File: config.mk
export PLATFORM = sky130hd
export DESIGN_NAME = sdspi_apb_arb
export DESIGN_NICKNAME = d
export VERILOG_FILES = /design/src/rtl/sdspi_apb_arb.sv
export SDC_FILE = /design/constraint.sdc
export NUM_CORES = 1
export LEC_CHECK = 0
export BUFFER_PORTS_ARGS = -buffer_cell sky130_fd_sc_hd__buf_2
export CORE_ASPECT_RATIO = 1.5
export CORE_MARGIN = 3
export CORE_UTILIZATION = 41
export CTS_CLUSTER_SIZE = 10
export DETAILED_ROUTE_END_ITERATION = 10
export GPL_TIMING_DRIVEN = 1
export PLACE_DENSITY_LB_ADDON = 0.25
export SETUP_SLACK_MARGIN = 0.15
export SLEW_MARGIN = 15
export SYNTH_ARGS = -nofsm -noshare
export SYNTH_HDL_FRONTEND = slang
export SYNTH_SLANG_ARGS = --single-unit
File: constraint.sdc
create_clock -name clk27mhz -period 6.39 [get_ports clk27mhz]
set_input_delay 0.9585 -clock clk27mhz [delete_from_list [all_inputs] [get_ports clk27mhz]]
set_output_delay 0.9585 -clock clk27mhz [all_outputs]
set_load 0.02 [all_outputs]
File: src/rtl/sdspi_apb_arb.sv
// Two-master APB arbiter sharing the SD-SPI controller port: boot-loader priority
// until boot completes, then round-robin, with per-master lock and a pready watchdog.
module sdspi_apb_arb #(
    parameter int ADDR_W  = 16,
    parameter int DATA_W  = 32,
    parameter int TIMEOUT = 1023
) (
    input  logic              clk27mhz,
    input  logic              resetn,
    input  logic              boot_done,
    input  logic              m0_psel,
    input  logic              m0_pwrite,
    input  logic [ADDR_W-1:0] m0_paddr,
    input  logic [DATA_W-1:0] m0_pwdata,
    input  logic              m0_lock,
    output logic [DATA_W-1:0] m0_prdata,
    output logic              m0_pready,
    output logic              m0_pslverr,
    input  logic              m1_psel,
    input  logic              m1_pwrite,
    input  logic [ADDR_W-1:0] m1_paddr,
    input  logic [DATA_W-1:0] m1_pwdata,
    input  logic              m1_lock,
    output logic [DATA_W-1:0] m1_prdata,
    output logic              m1_pready,
    output logic              m1_pslverr,
    output logic              s_psel,
    output logic              s_penable,
    output logic              s_pwrite,
    output logic [ADDR_W-1:0] s_paddr,
    output logic [DATA_W-1:0] s_pwdata,
    input  logic [DATA_W-1:0] s_prdata,
    input  logic              s_pready,
    input  logic              s_pslverr,
    output logic [31:0]       arb_status
);
    typedef enum logic [2:0] {
        ST_IDLE   = 3'd0,
        ST_SETUP  = 3'd1,
        ST_ACCESS = 3'd2,
        ST_DONE   = 3'd3,
        ST_TURN   = 3'd4
    } state_t;

    // Watchdog holds (ACCESS cycles seen - 1); it only needs to reach TIMEOUT-1.
    localparam int WD_W = (TIMEOUT < 2) ? 1 : $clog2(TIMEOUT);
    localparam logic [WD_W-1:0] WD_LAST = WD_W'(TIMEOUT - 1);

    state_t            state_q, state_d;
    logic              owner_q, owner_d;
    logic              last_grant_q, last_grant_d;
    logic              lock_active_q, lock_active_d;
    logic [15:0]       timeout_cnt_q, timeout_cnt_d;
    logic [WD_W-1:0]   wd_q, wd_d;
    logic              s_psel_q, s_psel_d;
    logic              s_penable_q, s_penable_d;
    logic              s_pwrite_q, s_pwrite_d;
    logic [ADDR_W-1:0] s_paddr_q, s_paddr_d;
    logic [DATA_W-1:0] s_pwdata_q, s_pwdata_d;
    logic [DATA_W-1:0] prdata_q, prdata_d;
    logic              pslverr_q, pslverr_d;
    logic              m0_pready_q, m0_pready_d;
    logic              m1_pready_q, m1_pready_d;

    logic              owner_lock;
    logic              grant_v;
    logic              grant_id;
    logic              finish;

    always_comb begin
        state_d       = state_q;
        owner_d       = owner_q;
        last_grant_d  = last_grant_q;
        lock_active_d = lock_active_q;
        timeout_cnt_d = timeout_cnt_q;
        wd_d          = wd_q;
        s_psel_d      = s_psel_q;
        s_penable_d   = s_penable_q;
        s_pwrite_d    = s_pwrite_q;
        s_paddr_d     = s_paddr_q;
        s_pwdata_d    = s_pwdata_q;
        prdata_d      = prdata_q;
        pslverr_d     = pslverr_q;
        m0_pready_d   = 1'b0;
        m1_pready_d   = 1'b0;
        owner_lock    = owner_q ? m1_lock : m0_lock;
        grant_v       = 1'b0;
        grant_id      = 1'b0;
        finish        = 1'b0;

        unique case (state_q)
            ST_IDLE: begin
                lock_active_d = lock_active_q & owner_lock;
                if (lock_active_d) begin
                    grant_v  = owner_q ? m1_psel : m0_psel;
                    grant_id = owner_q;
                end else if (m0_psel && m1_psel) begin
                    grant_v  = 1'b1;
                    grant_id = boot_done ? ~last_grant_q : 1'b0;
                end else begin
                    grant_v  = m0_psel | m1_psel;
                    grant_id = ~m0_psel;
                end
                if (grant_v) begin
                    owner_d     = grant_id;
                    s_pwrite_d  = grant_id ? m1_pwrite : m0_pwrite;
                    s_paddr_d   = grant_id ? m1_paddr  : m0_paddr;
                    s_pwdata_d  = grant_id ? m1_pwdata : m0_pwdata;
                    s_psel_d    = 1'b1;
                    s_penable_d = 1'b0;
                    wd_d        = '0;
                    state_d     = ST_SETUP;
                end
            end
            ST_SETUP: begin
                s_penable_d = 1'b1;
                state_d     = ST_ACCESS;
            end
            ST_ACCESS: begin
                // A pready arriving on the last allowed cycle still counts as a completion.
                if (s_pready) begin
                    prdata_d  = s_prdata;
                    pslverr_d = s_pslverr;
                    finish    = 1'b1;
                end else if (wd_q == WD_LAST) begin
                    prdata_d  = '0;
                    pslverr_d = 1'b1;
                    if (timeout_cnt_q != 16'hFFFF) begin
                        timeout_cnt_d = timeout_cnt_q + 16'd1;
                    end
                    finish = 1'b1;
                end else begin
                    wd_d = wd_q + WD_W'(1);
                end
                if (finish) begin
                    s_psel_d    = 1'b0;
                    s_penable_d = 1'b0;
                    m0_pready_d = ~owner_q;
                    m1_pready_d = owner_q;
                    state_d     = ST_DONE;
                end
            end
            ST_DONE: begin
                last_grant_d  = owner_q;
                lock_active_d = owner_lock;
                state_d       = ST_TURN;
            end
            ST_TURN: begin
                state_d = ST_IDLE;
            end
            default: begin
                state_d = ST_IDLE;
            end
        endcase
    end

    // NOTE: state updates use non-blocking assignments and a synchronous reset, so a
    // reset mid-transfer simply abandons the bus on the next edge.
    always_ff @(posedge clk27mhz) begin
        if (!resetn) begin
            state_q       <= ST_IDLE;
            owner_q       <= 1'b0;
            last_grant_q  <= 1'b1;
            lock_active_q <= 1'b0;
            timeout_cnt_q <= '0;
            wd_q          <= '0;
            s_psel_q      <= 1'b0;
            s_penable_q   <= 1'b0;
            s_pwrite_q    <= 1'b0;
            s_paddr_q     <= '0;
            s_pwdata_q    <= '0;
            prdata_q      <= '0;
            pslverr_q     <= 1'b0;
            m0_pready_q   <= 1'b0;
            m1_pready_q   <= 1'b0;
        end else begin
            state_q       <= state_d;
            owner_q       <= owner_d;
            last_grant_q  <= last_grant_d;
            lock_active_q <= lock_active_d;
            timeout_cnt_q <= timeout_cnt_d;
            wd_q          <= wd_d;
            s_psel_q      <= s_psel_d;
            s_penable_q   <= s_penable_d;
            s_pwrite_q    <= s_pwrite_d;
            s_paddr_q     <= s_paddr_d;
            s_pwdata_q    <= s_pwdata_d;
            prdata_q      <= prdata_d;
            pslverr_q     <= pslverr_d;
            m0_pready_q   <= m0_pready_d;
            m1_pready_q   <= m1_pready_d;
        end
    end

    assign s_psel     = s_psel_q;
    assign s_penable  = s_penable_q;
    assign s_pwrite   = s_pwrite_q;
    assign s_paddr    = s_paddr_q;
    assign s_pwdata   = s_pwdata_q;
    assign m0_pready  = m0_pready_q;
    assign m1_pready  = m1_pready_q;
    assign m0_prdata  = prdata_q;
    assign m1_prdata  = prdata_q;
    assign m0_pslverr = pslverr_q;
    assign m1_pslverr = pslverr_q;
    assign arb_status = {timeout_cnt_q, 5'b0, lock_active_q, owner_q, last_grant_q, 5'b0, state_q};
endmodule

Yosys cells after proc, flatten, opt, wreduce, memory -nomap -nowiden. Cells that the tools add are included.

Flip-flop bits (word level): 118. Input bits: 139. Word-level logic and storage cells: 78.

Add/subtract/negate cells: 2. Equal/unequal tests: 9. Muxes and demuxes: 32. Bitwise logic cells: 6. Reductions and logical operators: 14.

Operators by type and width (number): two-way mux 32 bit (3); two-way mux 10 bit (3); one-hot mux 10 bit (2 select lines) (1); two-way mux 1 bit (18); adder 16 x 1 -> 16 bit (second input constant) (1); two-way mux 16 bit (1); != test 16 bit (second input constant) (1); one-hot mux 3 bit (4 select lines) (1); adder 10 x 1 -> 10 bit (second input constant) (1); equality test 10 bit (second input constant) (1); AND reduction 3 bit (3); != test 2 bit (second input constant) (4); AND reduction 4 bit (2); equality test 3 x 2 -> 1 bit (second input constant) (2); two-way mux 3 bit (2); AND reduction 2 bit (3); nonzero test 2 bit (3); inverter 1 bit (4); one-hot mux 1 bit (2 select lines) (2); equality test 3 x 1 -> 1 bit (second input constant) (1); zero test 3 bit (1); one-hot mux 1 bit (3 select lines) (1); nonzero test 3 bit (1); AND 1 bit (1); 2 further kinds (2).

Depth between registers and ports, before layout. Gate-level depths: netlist (run 1).

Depth after elaboration: 6. Gate-level depth with buffers: 9.

Least setup slack after synthesis (run 1). OpenSTA, ideal clock, no wires.

Kind: input -> register. Start: input port s_pready. End: register timeout_cnt_q[12]. Library setup time: 59 ps. Data arrival time: 2885 ps. Slack: 3446 ps. Cell stages on the path: 6. Buffers on the path: 1. Path through: or4b_4 -> or4_4 -> or3_1 -> buf_2 -> or4_1 -> nand2_1.

Word-level cells in the longest chain between the ends: 2.

RTL lines: from (decl) (RTL line 33) `input logic s_pready,`; inverter 1 bit (no line); AND reduction 4 bit (no line); to (signal assigned) (RTL line 181) `timeout_cnt_q <= timeout_cnt_d;`; to (decl) (RTL line 53) `logic [15:0] timeout_cnt_q, timeout_cnt_d;`.

Every way passes these cells. A chain may end at the register's enable or synchronous reset.

Worst setup path in the final report (run 1).
Start: register state_q[1]. End: register timeout_cnt_q[12].

Word-level cells in the longest chain between the ends: 2.

RTL lines: from (decl) (RTL line 49) `state_t state_q, state_d;`; from (signal assigned) (RTL line 177) `state_q <= state_d;`; equality test 3 x 2 -> 1 bit (RTL line 91) `unique case (state_q)`; AND reduction 4 bit (no line).

Every way passes these cells.

==> flow_summary_export.csv, run 1 <==
group,metric,value,unit
global_route,track_usage,20.5,%
placement,place_congestion,0.851,
cts,htreeDepth,4,
die,dieArea,0.0141,mm2
logic_synthesis,synthCells,619,
logic_synthesis,synth_area,0.00519,mm2
placement,placed_area,0.00632,mm2
worst_setup_path,path_buf_inv,0,
final_layout,final_area,0.00696,mm2
worst_setup_path,cp_slowest_cell,"dfxtp_1",
placement,dp_hpwl,11.1,mm
sta,finalMaxSlewViolations,0,
final_layout,layout-drive-gt1-share,38.1,%
die,pin_count,290,
route,routed_via_density,5.26,
sta,max_freq,358,MHz
worst_setup_path,worst_setup_path_end_kind,"flip-flop",
power_and_ir_drop,power_density,331,mW/mm2
logic_synthesis,yosysTopAreaCellShare,45.5,%
worst_setup_path,start_kind,"flip-flop",
sta,setup_viol,0,
logic_synthesis,synth_xor_area_share,0.675,%
final_layout,fin_util,57.1,%
logic_synthesis,synth-simple-area-share,17.2,%
logic_synthesis,synth_top_area_cell,"dfxtp_1",
cts,cts_resized,0,
worst_setup_path,r2r_cells,5,
cts,clk_latency,0.41,ns
route,detail-route-antenna-nets,0,
sta,fin_setup_tns,0,ns
route,vias,5272,
worst_hold_path,holdPathStages,1,
route,dr.pass1.iters,6,
logic_synthesis,ys_async_sr_fraction,0,%
die,coreArea,0.0122,mm2
logic_synthesis,yosysWarnings,0,
power_and_ir_drop,p_sw,0.000711,W
power_and_ir_drop,switching_share,30.9,%
sta,rsz0062_at_grt,"false",
power_and_ir_drop,ir_drop,179,uV
final_layout,syn2layout_area_growth,34.2,%
sta,fin_crit,2.79,ns
logic_synthesis,synth_top_family_by_area,"compound AO/OA/AOI/OAI gates",
logic_synthesis,syn_avg_cell_area,8.38,um2
worst_setup_path,path_delay_family,"simple AND/OR/NAND/NOR gates",
logic_synthesis,synth_edf_count,0,
cts,clockBufferDepth,2,
sta,min_period_over_period,43.7,%
die,num_rows,49,
power_and_ir_drop,p_int,0.00159,W
sta,worst_pin_slew,0.816,ns
logic_synthesis,netlist_top_cells_area,"dfxtp_1 46%, nand2_1 8.8%, buf_4 6.8%",
logic_synthesis,ys_ff_latch,118,
logic_synthesis,synth.distinct_cells,55,
placement,numPlacedInstances,970,
power_and_ir_drop,power.sequential.fraction,37.7,%
sta,slew_headroom,45.6,%
final_layout,layoutNonFillerInstCount,1003,
logic_synthesis,synth-compound-area-share,23.0,%
cts,post-cts-setup-buffers,0,
die,start_util,42.5,%
sta,skew,0.00859,ns
cts,cts_tree,"done",
worst_setup_path,critPathArrivalTime,3.14,ns
power_and_ir_drop,p_total,0.00230,W
power_and_ir_drop,total_leakage_power,3.38,nW
logic_synthesis,ys_seq_area_share,45.5,%
cts,clkTransAtPathRegs,0.06,ns
route,first_iter_violations,156,
final_layout,fin_nets,979,
worst_setup_path,worstPathCellList,"or4b_4, or4_4, or3_1, or4_1, nand2_1",
global_route,grt_pass1_wl,23.5,mm
sta,hold_violations,0,
worst_setup_path,critPathMaxFanout,18,
worst_setup_path,crit_cells,5,
logic_synthesis,synth_mux_area_share,1.95,%
die,fp.dieH,144,um
power_and_ir_drop,p_clk_share,42.0,%
global_route,grt_max_degree,101,
run_status,status,"completed",
cts,cts_num_sinks,118,
global_route,antenna_found_initial,0,
power_and_ir_drop,combinationalPowerShare,20.3,%
logic_synthesis,synth_flop_cell,"dfxtp_1",
placement,portBuffers,279,
worst_setup_path,path_class,"flip-flop to flip-flop",
global_route,grt_pass1_vias,4875,
flow_run,max-cap-violations,0,
route,wl_per_cell,15.0,um
logic_synthesis,synth-adder-area-share,0.723,%
worst_setup_path,cp.required,6.74,ns
cts,cts-root-buf,"clkbuf_16",
global_route,grt_overflow,0,
cts,hold_buffers,0,
worst_setup_path,max_stage_delay,0.67,ns
cts,cts_buffers,17,
final_layout,diodes,0,
die,die_width,97.9,um
worst_hold_path,hold_path_class,"flip-flop to flip-flop",
route,drt-total-wl,15.0,mm
route,drc,0,
-- Yosys cell counts, drive strengths merged (2+ instances only) --
cell type	count
xnor2	2
nand2	121
a22o	32
a31oi	55
a211oi	2
nand2b	5
and2	2
a41oi	2
dfxtp	118
o31ai	4
a21oi	14
a22oi	2
or4	3
xor2	2
o211ai	3
nor2	23
nor4	2
nand3	11
nand3b	2
and4	3
o21ai	56
ha	3
clkbuf	42
nand4	7
buf	51
mux2i	9
inv	7
o21a	3
and3	2
or3	4
nor3	7
-- logic make-up after synthesis --
family | after synthesis
AOI/OAI and AO/OA | 184
buffers and inverters | 101
and+or+nand+nor | 198
xor gates and xnor gates | 4
muxes | 10
DFF | 118
other | 1
adders and majority gates | 3
-- stage by stage --
step / worst slack [ns] / hold WS (ns)
after floorplan: 3.45 / 0.440
after global placement: 2.96 / 0.456
after detailed placement: 2.81 / 0.464
after CTS: 3.25 / 0.477
after global routing: 3.42 / 0.516
final: 3.60 / 0.477
-- area by class of cell --
type	count	area (um2)
Sequential cell	118	2360
Timing Repair Buffer	283	1450
Tap cell	153	191
Fill cell	1188	5240
Multi-Input combinational cell	409	2330
Clock buffer	17	425
Clock inverter	15	180
Inverter	8	30.0
-- worst register-to-register path, stage by stage (launching register included) --
cell and delay [ns]:
dfxtp_1 0.67, or4b_4 0.54, or4_4 0.46, or3_1 0.49, or4_1 0.50, nand2_1 0.08
-- final timing paths --
path,start,end,slack (ns)
hold reg to reg,wd_q[9],wd_q[9],0.48
setup / recovery,state_q[1],timeout_cnt_q[12],3.60
setup reg to reg,state_q[1],timeout_cnt_q[12],3.60
hold / removal,wd_q[9],wd_q[9],0.48
-- cells in the final DEF (no fill, tap or decap), drive strengths merged, types with 3 or more instances in the layout --
cell type,instances
ha,3
dfxtp,118
buf,283
clkinvlp,6
nand3,11
or3,4
and4,3
nor3,7
o21a,3
conb,10
nand4,7
o31ai,4
nor2,23
o211ai,3
a21oi,14
nand2b,5
inv,9
mux2i,9
clkbuf,17
bufinv,3
a22o,32
nand2,121
a31oi,55
or4,3
clkinv,5
o21ai,56
-- power groups by stage --
| stage | sequential (W) | combinational (W) | clock [W] |
|---|---|---|---|
| finish | 0.000868 | 0.000466 | 0.000968 |
| global route | 0.000878 | 0.000509 | 0.00102 |
| global placement | 0.000882 | 0.000456 | 0 |
| detailed placement | 0.000882 | 0.000463 | 0 |
| floorplan | 0.000960 | 0.000233 | 0 |
| CTS | 0.000868 | 0.000464 | 0.000987 |
-- per-layer routing --
metal  vias to the layer above  wire [um]  GRT usage, %
met4                         0        306          8.17
met1                      2413       5840          22.5
met3                        21       1390          6.41
li1                       2581          -             -
met5                         -          0             0
met2                       257       7470          36.8
-- flip-flops by register name, summed over array words and instances, names as in the netlist, 3 cells and up --
signal         cells
m0_prdata         32
s_paddr           16
s_pwdata          32
state_q            3
timeout_cnt_q     16
wd_q              10
No activity file was read; power rests on OpenSTA's default activity.
==> inputs of run 2 (changes only) <==
- clock period: 6.39 -> 2.9 ns (I/O delays scaled with it)
==> run 2 against run 1 <==
Compared with the run above:
- critical path depth unchanged
- register-to-register slack worse by 3.3 ns
- final cell count grew 0.30%
- die area is the same
- core utilization up 0.15 points
- sequential share of layout area down 0.091 points
- sequential cell count did not move
==> flow_summary_export.csv, run 2 (synthesized netlist as in run 1, its figures left out) <==
group,metric,value,unit
cts,clockBufferDepth,2,
sta,whs,0.234,ns
placement,dp_hpwl,11.2,mm
global_route,grt_max_degree,101,
global_route,antenna_found_initial,0,
flow_run,max-cap-violations,0,
sta,slew_headroom,53.2,%
sta,fin_setup_tns,0,ns
final_layout,fillCellCount,1148,
sta,skew,0.0117,ns
placement,portBuffers,279,
sta,fin_crit,2.56,ns
route,first_iter_violations,178,
cts,cts-root-buf,"clkbuf_16",
global_route,grt_pass1_vias,4952,
worst_setup_path,worst_setup_path_end_kind,"flip-flop",
sta,max_freq,391,MHz
cts,cts_num_sinks,118,
cts,cts_buffers,17,
route,vias,5201,
die,dieArea,0.0141,mm2
worst_setup_path,critPathMaxFanout,10,
final_layout,diodes,0,
worst_setup_path,path_class,"flip-flop to flip-flop",
power_and_ir_drop,ir_drop,398,uV
route,wl_per_cell,15.0,um
worst_hold_path,hold_path_class,"input pin to flip-flop",
global_route,grt_overflow,0,
run_status,status,"completed",
die,die_width,97.9,um
cts,clkTransAtPathRegs,0.06,ns
power_and_ir_drop,power_density,719,mW/mm2
sta,rsz0062_at_grt,"false",
die,num_rows,49,
route,drc,0,
final_layout,final_cell_mix,"279 x buf_2, 121 x nand2_1, 118 x dfxtp_1, 56 x o21ai_0, 55 x a31oi_1",
route,dr.pass1.iters,4,
sta,worst_pin_slew,0.700,ns
worst_setup_path,start_kind,"flip-flop",
cts,post-cts-setup-buffers,0,
final_layout,layout-drive-gt1-share,38.3,%
cts,clk_latency,0.41,ns
die,start_util,42.5,%
route,detail-route-antenna-nets,0,
worst_setup_path,cp.required,3.25,ns
global_route,track_usage,21.0,%
sta,setup_viol,0,
power_and_ir_drop,total_leakage_power,3.40,nW
final_layout,syn2layout_area_growth,34.6,%
global_route,grt_pass1_wl,24.2,mm
sta,min_period_over_period,88.2,%
placement,place_congestion,0.787,
cts,cts_tree,"done",
cts,cts_resized,0,
die,pin_count,290,
sta,finalMaxSlewViolations,0,
worst_setup_path,max_stage_delay,0.57,ns
die,coreArea,0.0122,mm2
cts,hold_buffers,0,
route,drt-total-wl,15.1,mm
sta,hold_violations,0,
cts,htreeDepth,4,
final_layout,mostFrequentLayoutCell,"buf_2",
final_layout,fin_nets,982,
die,fp.dieH,144,um
worst_setup_path,worstPathCellList,"or4b_4, or4_4, or3_1, or4_1, nand2_1",
route,routed_via_density,5.17,
worst_setup_path,critPathArrivalTime,2.91,ns
worst_setup_path,cp_slowest_cell,"or4b_4",
## run 2: final cells by class
| type | instances | area (um2) | share of cell area, % |
|---|---|---|---|
| clock buffers | 18 | 439 | 6.29 |
| clock inverters | 14 | 150 | 2.15 |
| inverters | 8 | 30.0 | 0.430 |
| multi-input cells | 409 | 2320 | 33.3 |
| flip-flops and latches | 118 | 2360 | 33.8 |
| well taps | 153 | 191 | 2.74 |
| repair buffers | 286 | 1490 | 21.3 |
## run 2: path summary, 6_finish.rpt
path	from	end	slack, ns	cells past startpoint
hold / removal	s_prdata[11]	m0_prdata[11]	0.23	2
setup / recovery	state_q[2]	timeout_cnt_q[12]	0.34	5
setup reg to reg	state_q[2]	timeout_cnt_q[12]	0.34	5
hold reg to reg	wd_q[9]	wd_q[9]	0.48	1
## run 2: worst max-delay path: cells and delay by family (launching register included)
family	cells	cell delay (ns)
flip-flops	1	0.39
AND/OR/NAND/NOR	5	2.11
## run 2: power by group
group,internal (W),switching [W]
clock network,0.00129,0.000771
logic,0.000375,0.000689
registers,0.00180,0.0000990
total,0.00346,0.00156
## run 2: stage by stage
step / util (%) / setup WS (ns) / cell area [um2] / total power (W) / std cells
2_1_floorplan: - / 0.311 / 5220 / 0.00263 / 628
3_3_place_gp: 52.4 / 0.274 / 6390 / 0.00297 / 974
3_5_place_dp: 52.4 / 0.247 / 6390 / 0.00299 / 974
4_1_cts: 57.2 / 0.335 / 6980 / 0.00507 / 1006
5_1_grt: 57.2 / 0.236 / 6980 / 0.00526 / 1006
6_report: 57.2 / 0.342 / 6980 / 0.00502 / 1006
## run 2: routing by layer
layer / GRT usage, % / share of wire (%) / up-vias
met5: 0 / 0 / -
met4: 9.34 / 2.1 / 0
met3: 6.02 / 8.8 / 27
met2: 37.3 / 51 / 250
met1: 23.3 / 39 / 2335
li1: - / - / 2589
